===== config.mk =====
export PLATFORM = sky130hd
export DESIGN_NAME = bcd_tick_counter
export DESIGN_NICKNAME = d
export VERILOG_FILES = /design/src/rtl/bcd_tick_counter_pkg.sv /design/src/rtl/bcd_tick_counter_btn_conditioner.sv /design/src/rtl/bcd_tick_counter.sv
export SDC_FILE = /design/constraint.sdc
export NUM_CORES = 1
export LEC_CHECK = 0
export ABC_CLOCK_PERIOD_IN_PS = 2300
export CAP_MARGIN = 5
export CELL_PAD_IN_SITES_DETAIL_PLACEMENT = 2
export CELL_PAD_IN_SITES_GLOBAL_PLACEMENT = 2
export CORE_MARGIN = 4
export CORE_UTILIZATION = 36
export DETAILED_ROUTE_END_ITERATION = 10
export PLACE_DENSITY_LB_ADDON = 0.1
export SYNTH_ARGS = -nofsm -noshare
export SYNTH_HDL_FRONTEND = slang
export SYNTH_SLANG_ARGS = --single-unit
export TNS_END_PERCENT = 5

===== constraint.sdc =====
create_clock -name i_clk -period 2.3 [get_ports i_clk]
set_input_delay 0.345 -clock i_clk [delete_from_list [all_inputs] [get_ports i_clk]]
set_output_delay 0.345 -clock i_clk [all_outputs]
set_load 0.03 [all_outputs]

===== src/rtl/bcd_tick_counter_pkg.sv =====
// Shared definitions for the single-digit BCD stopwatch counter and its decoder.
// BCD_BLANK is the decoder's blank code; the counter never drives it.
package bcd_tick_counter_pkg;

    typedef enum logic {
        ST_STOP = 1'b0,
        ST_RUN  = 1'b1
    } state_t;

    localparam logic [3:0] BCD_MAX   = 4'd9;
    localparam logic [3:0] BCD_BLANK = 4'hF;

    // Wraps at BCD_MAX so codes 10..15 can never be produced.
    function automatic logic [3:0] bcdInc(input logic [3:0] digit);
        return (digit >= BCD_MAX) ? 4'd0 : digit + 4'd1;
    endfunction

endpackage


===== src/rtl/bcd_tick_counter_btn_conditioner.sv =====
// Push-button conditioner: 2-FF synchronizer, optional debounce and rising-edge pulse.
// The debounce filter is built only when BCD_CNT_DEBOUNCE_EN is defined.
module btn_conditioner #(
    parameter int DEB_CYCLES = 500_000
) (
    input  logic i_clk,
    input  logic i_rst,
    input  logic i_btn,
    output logic o_pulse
);

    logic sync1_q;
    logic sync2_q;
    logic level;
    logic prev_q;

    always_ff @(posedge i_clk) begin
        if (i_rst) begin
            sync1_q <= 1'b0;
            sync2_q <= 1'b0;
            prev_q  <= 1'b0;
        end else begin
            sync1_q <= i_btn;
            sync2_q <= sync1_q;
            prev_q  <= level;
        end
    end

`ifdef BCD_CNT_DEBOUNCE_EN
    localparam int DEB_W = $clog2(DEB_CYCLES + 1);

    logic [DEB_W-1:0] debCnt_q;
    logic [DEB_W-1:0] debCnt_d;
    logic             accepted_q;
    logic             accepted_d;

    // A new level is taken only after DEB_CYCLES consecutive samples that disagree with it.
    always_comb begin
        debCnt_d   = '0;
        accepted_d = accepted_q;
        if (sync2_q != accepted_q) begin
            if (debCnt_q == DEB_W'(DEB_CYCLES - 1)) begin
                accepted_d = sync2_q;
            end else begin
                debCnt_d = debCnt_q + 1'b1;
            end
        end
    end

    always_ff @(posedge i_clk) begin
        if (i_rst) begin
            debCnt_q   <= '0;
            accepted_q <= 1'b0;
        end else begin
            debCnt_q   <= debCnt_d;
            accepted_q <= accepted_d;
        end
    end

    assign level = accepted_q;
`else
    assign level = sync2_q;
`endif

    assign o_pulse = level & ~prev_q;

endmodule


===== src/rtl/bcd_tick_counter.sv =====
// Single-digit run/stop BCD counter with prescaled tick and cascade carry.
// Define BCD_CNT_DEBOUNCE_EN to debounce the run/stop button.
module bcd_tick_counter
    import bcd_tick_counter_pkg::*;
#(
    parameter int TICK_DIV   = 50_000_000,
    parameter int DEB_CYCLES = 500_000
) (
    input  logic       i_clk,
    input  logic       i_rst,
    input  logic       i_btn,
    input  logic       i_clear,
    output logic [3:0] o_digit,
    output logic       o_carry,
    output logic       o_running
);

    localparam int              PRE_W    = $clog2(TICK_DIV);
    localparam logic [PRE_W-1:0] PRE_LAST = PRE_W'(TICK_DIV - 1);

    state_t            state_q;
    state_t            state_d;
    logic [PRE_W-1:0]  pre_q;
    logic [PRE_W-1:0]  pre_d;
    logic [3:0]        digit_q;
    logic [3:0]        digit_d;
    logic              carry_q;
    logic              carry_d;
    logic              btnPulse;
    logic              tick;

    btn_conditioner #(
        .DEB_CYCLES(DEB_CYCLES)
    ) u_btn (
        .i_clk  (i_clk),
        .i_rst  (i_rst),
        .i_btn  (i_btn),
        .o_pulse(btnPulse)
    );

    always_comb begin
        state_d = state_q;
        if (btnPulse) begin
            state_d = (state_q == ST_RUN) ? ST_STOP : ST_RUN;
        end
    end

    // Tick uses the current state, so a press coinciding with a tick still lets it count.
    always_comb begin
        tick    = (state_q == ST_RUN) && (pre_q == PRE_LAST);
        pre_d   = pre_q;
        digit_d = digit_q;
        carry_d = 1'b0;
        if (i_clear) begin
            pre_d   = '0;
            digit_d = '0;
        end else if (state_q == ST_RUN) begin
            pre_d = tick ? '0 : pre_q + 1'b1;
            if (tick) begin
                digit_d = bcdInc(digit_q);
                carry_d = (digit_q >= BCD_MAX);
            end
        end
    end

    always_ff @(posedge i_clk) begin
        if (i_rst) begin
            state_q <= ST_STOP;
            pre_q   <= '0;
            digit_q <= '0;
            carry_q <= 1'b0;
        end else begin
            state_q <= state_d;
            pre_q   <= pre_d;
            digit_q <= digit_d;
            carry_q <= carry_d;
        end
    end

    assign o_digit   = digit_q;
    assign o_carry   = carry_q;
    assign o_running = (state_q == ST_RUN);

endmodule


==> results.cfg <==
[setup_path]
critPathKind = register to register
crit_slowest_cell = or4_4
crit_buf_inv = 0
cp_data_arrival_time_ns = 2.45
crit_chain = or4_4 -> or4_4 -> or4b_4 -> a21oi_2
end_kind = register
crit_family = simple AND/OR/NAND/NOR gates
crit_path_start_kind = register
critPathMaxFanout = 5
critPathRequiredTime_ns = 2.53
crit_top_cell = or4_4
slowest_delay_ns = 0.59

[final_layout]
mostFrequentLayoutCells = dfxtp_1, nor2_1, nand2_1, nand4_1, a21oi_1
ff_latch_area_um2 = 703.2
syn2layout_area_growth_pct = 20.14
nFillCells = 492
antenna_cells = 0
drive_gt1_share_pct = 15.32
multi_input_area_um2 = 962.2
layout_commonest_cell = dfxtp_1
nNetsFinal = 229

[grt]
grt_use_met3_pct = 4.051
grt_pass1_wl_um = 8093
grt_pass1_vias = 1621
met2_usage_pct = 27.46
track_usage_pct = 16.93
met1_usage_pct = 21.41
antenna_found_initial = 0
gr-total-overflow = 0
grt_max_degree = 24
grt.busiest_layer = met2

[timing]
setup_tns_ns = 0
finClkSkew_ns = 0.007006
setup_viol = 0
report.final.hold_viol_count = 0
tightest_slew_ns = 0.6607
slew_violations = 0
layout_setup_ws_ns = 0.07542
whs_ns = 0.4596
period_share_pct = 96.72
fmax_mhz = 449.5
maxSlewHeadroom_pct = 55.55
min_period_ns = 2.225

[clock_network]
htree_num_levels = 2
cts.clk_slew.worst_paths_ns = 0.08
clock_sinks = 35
cts_max_path_buffers = 2
clk_latency_ns = 0.30
cts-root-buf = clkbuf_8
numCtsBuffers = 5
cts_tree = built
hold_buffers = 0

[placed_design]
pre_cts_ws_ns = 0.05299
port_buffers = 9
globalplace.congestion = 0.8044
dp_hpwl_um = 3372

[floorplan]
die_area_um2 = 5988
ios = 10
die_y_um = 77.38
start_util_pct = 38.47
chipWidth_um = 77.38
fp.coreArea_um2 = 4504
num_rows = 24

[detailed_routing]
vias = 1603
drtPass1Iterations = 4
drt_wl_total_um = 4999
via_per_inst = 5.850
antenna_left = 0
drc = 0
first_iter_violations = 104
wl_per_cell_um = 18.24

[yosys]
ys.flop_type = dfxtp_1
synth_edf_count = 0
ys_ff_latch = 35
syn_nets = 210
yosys_warnings = 0
synthArstFlopShare_pct = 0
synth_cell_type_count = 38
yosysSeqAreaShare_pct = 40.43
synthCells = 202
avgSynthCellArea_um2 = 8.579
syn_area_um2 = 1733

[power]
power_leakage_uw = 0.0006708
ir_worst_vdd_v = 0.0003831
powerDensity_nw_per_um2 = 633.1

[run_status]
status = finished clean

[run]
maxCapViolations = 0

[worst_hold_path]
hp-class = register to register
[flip-flops by register name, indices dropped and copies added, names as in the netlist]
signal	flops
o_carry	1
o_digit	4
o_running	1
pre_q	26
u_btn.level	1
u_btn.prev_q	1
u_btn.sync1_q	1
[kinds of logic (layout without fill, tap and decap cells)]
group / Yosys count / count (layout) / synth area share, %
xor gates and xnor gates: 15 / 15 / 7.581
and+or+nand+nor: 98 / 99 / 32.20
DFF: 35 / 35 / 40.43
buffers and inverters: 17 / 36 / 5.198
adders and majority gates: 4 / 4 / 2.888
AOI/OAI and AO/OA: 33 / 33 / 11.70
[stage by stage]
| step | power, uW | std cells | utilization, % | area [um^2] |
|---|---|---|---|---|
| floorplan | 646.7 | 202 | - | 1733 |
| global placement | 661.8 | 260 | 41.94 | 1889 |
| detailed placement | 664.0 | 260 | 41.94 | 1889 |
| CTS | 1332 | 268 | 44.89 | 2022 |
| global route | 1373 | 274 | 46.22 | 2082 |
| finish | 1318 | 274 | 46.22 | 2082 |
[power by group]
part / switching [uW] / internal [uW]
Sequential: 3.11 / 609
Clock: 235 / 433
Combinational: 20.3 / 16.8
[per-layer routing]
metal | routed length, um | share of wire, % | vias to the layer above
met1 | 2358 | 47 | 804
met5 | 0 | 0 | -
li1 | - | - | 771
met4 | 91 | 1.8 | 0
met3 | 119 | 2.4 | 10
met2 | 2430 | 49 | 18
[path summary, 6_finish.rpt]
check | startpoint | end | slack, ns | cells after the start
worst max-delay path | pre_q[7] | o_digit[1] | 0.08 | 4
worst min-delay path | u_btn.sync1_q | u_btn.level | 0.46 | 1
worst max register to register | pre_q[7] | o_digit[1] | 0.08 | 4
worst min register to register | u_btn.sync1_q | u_btn.level | 0.46 | 1
[area by class of cell]
cell class	instances	area share, %
Multi-Input combinational cell	151	46.21
Sequential cell	35	33.77
Timing Repair Buffer	21	9.255
Clock buffer	6	3.486
Tap cell	52	3.125
Clock inverter	2	2.885
Inverter	7	1.262
[cells in the mapped netlist (3+ instances only)]
| cell type | count | area (um^2) |
|---|---|---|
| o21ai_0 | 8 | 40.04 |
| buf_2 | 3 | 15.01 |
| nand3_1 | 5 | 25.02 |
| nor4_1 | 4 | 25.02 |
| a21oi_1 | 13 | 65.06 |
| nor3_1 | 3 | 15.01 |
| nand2_1 | 14 | 52.55 |
| ha_1 | 4 | 50.05 |
| or3_1 | 6 | 37.54 |
| xnor2_1 | 10 | 87.58 |
| dfxtp_1 | 35 | 700.7 |
| or4_1 | 9 | 67.56 |
| xor2_1 | 5 | 43.79 |
| buf_6 | 3 | 33.78 |
| nand4_1 | 12 | 75.07 |
| or2_2 | 3 | 18.77 |
| nor2b_1 | 5 | 31.28 |
| inv_1 | 7 | 26.28 |
| and3_2 | 3 | 22.52 |
| nor2_1 | 21 | 78.83 |
| o31ai_1 | 5 | 37.54 |
| clkbuf_1 | 4 | 15.01 |
[worst register-to-register path, stage by stage (launching register included)]
cell and delay, ns:
dfxtp_2 0.35, or4_4 0.53, or4_4 0.59, or4b_4 0.54
a21oi_2 0.14
[timing repair]
| action | in CTS | in global routing |
|---|---|---|
| setup buffers | 0 | 5 |
| setup endpoints to repair | 0 | 2 |
| gates resized for setup | 0 | 5 |
Note: power is estimated with default switching activity, not from simulation.
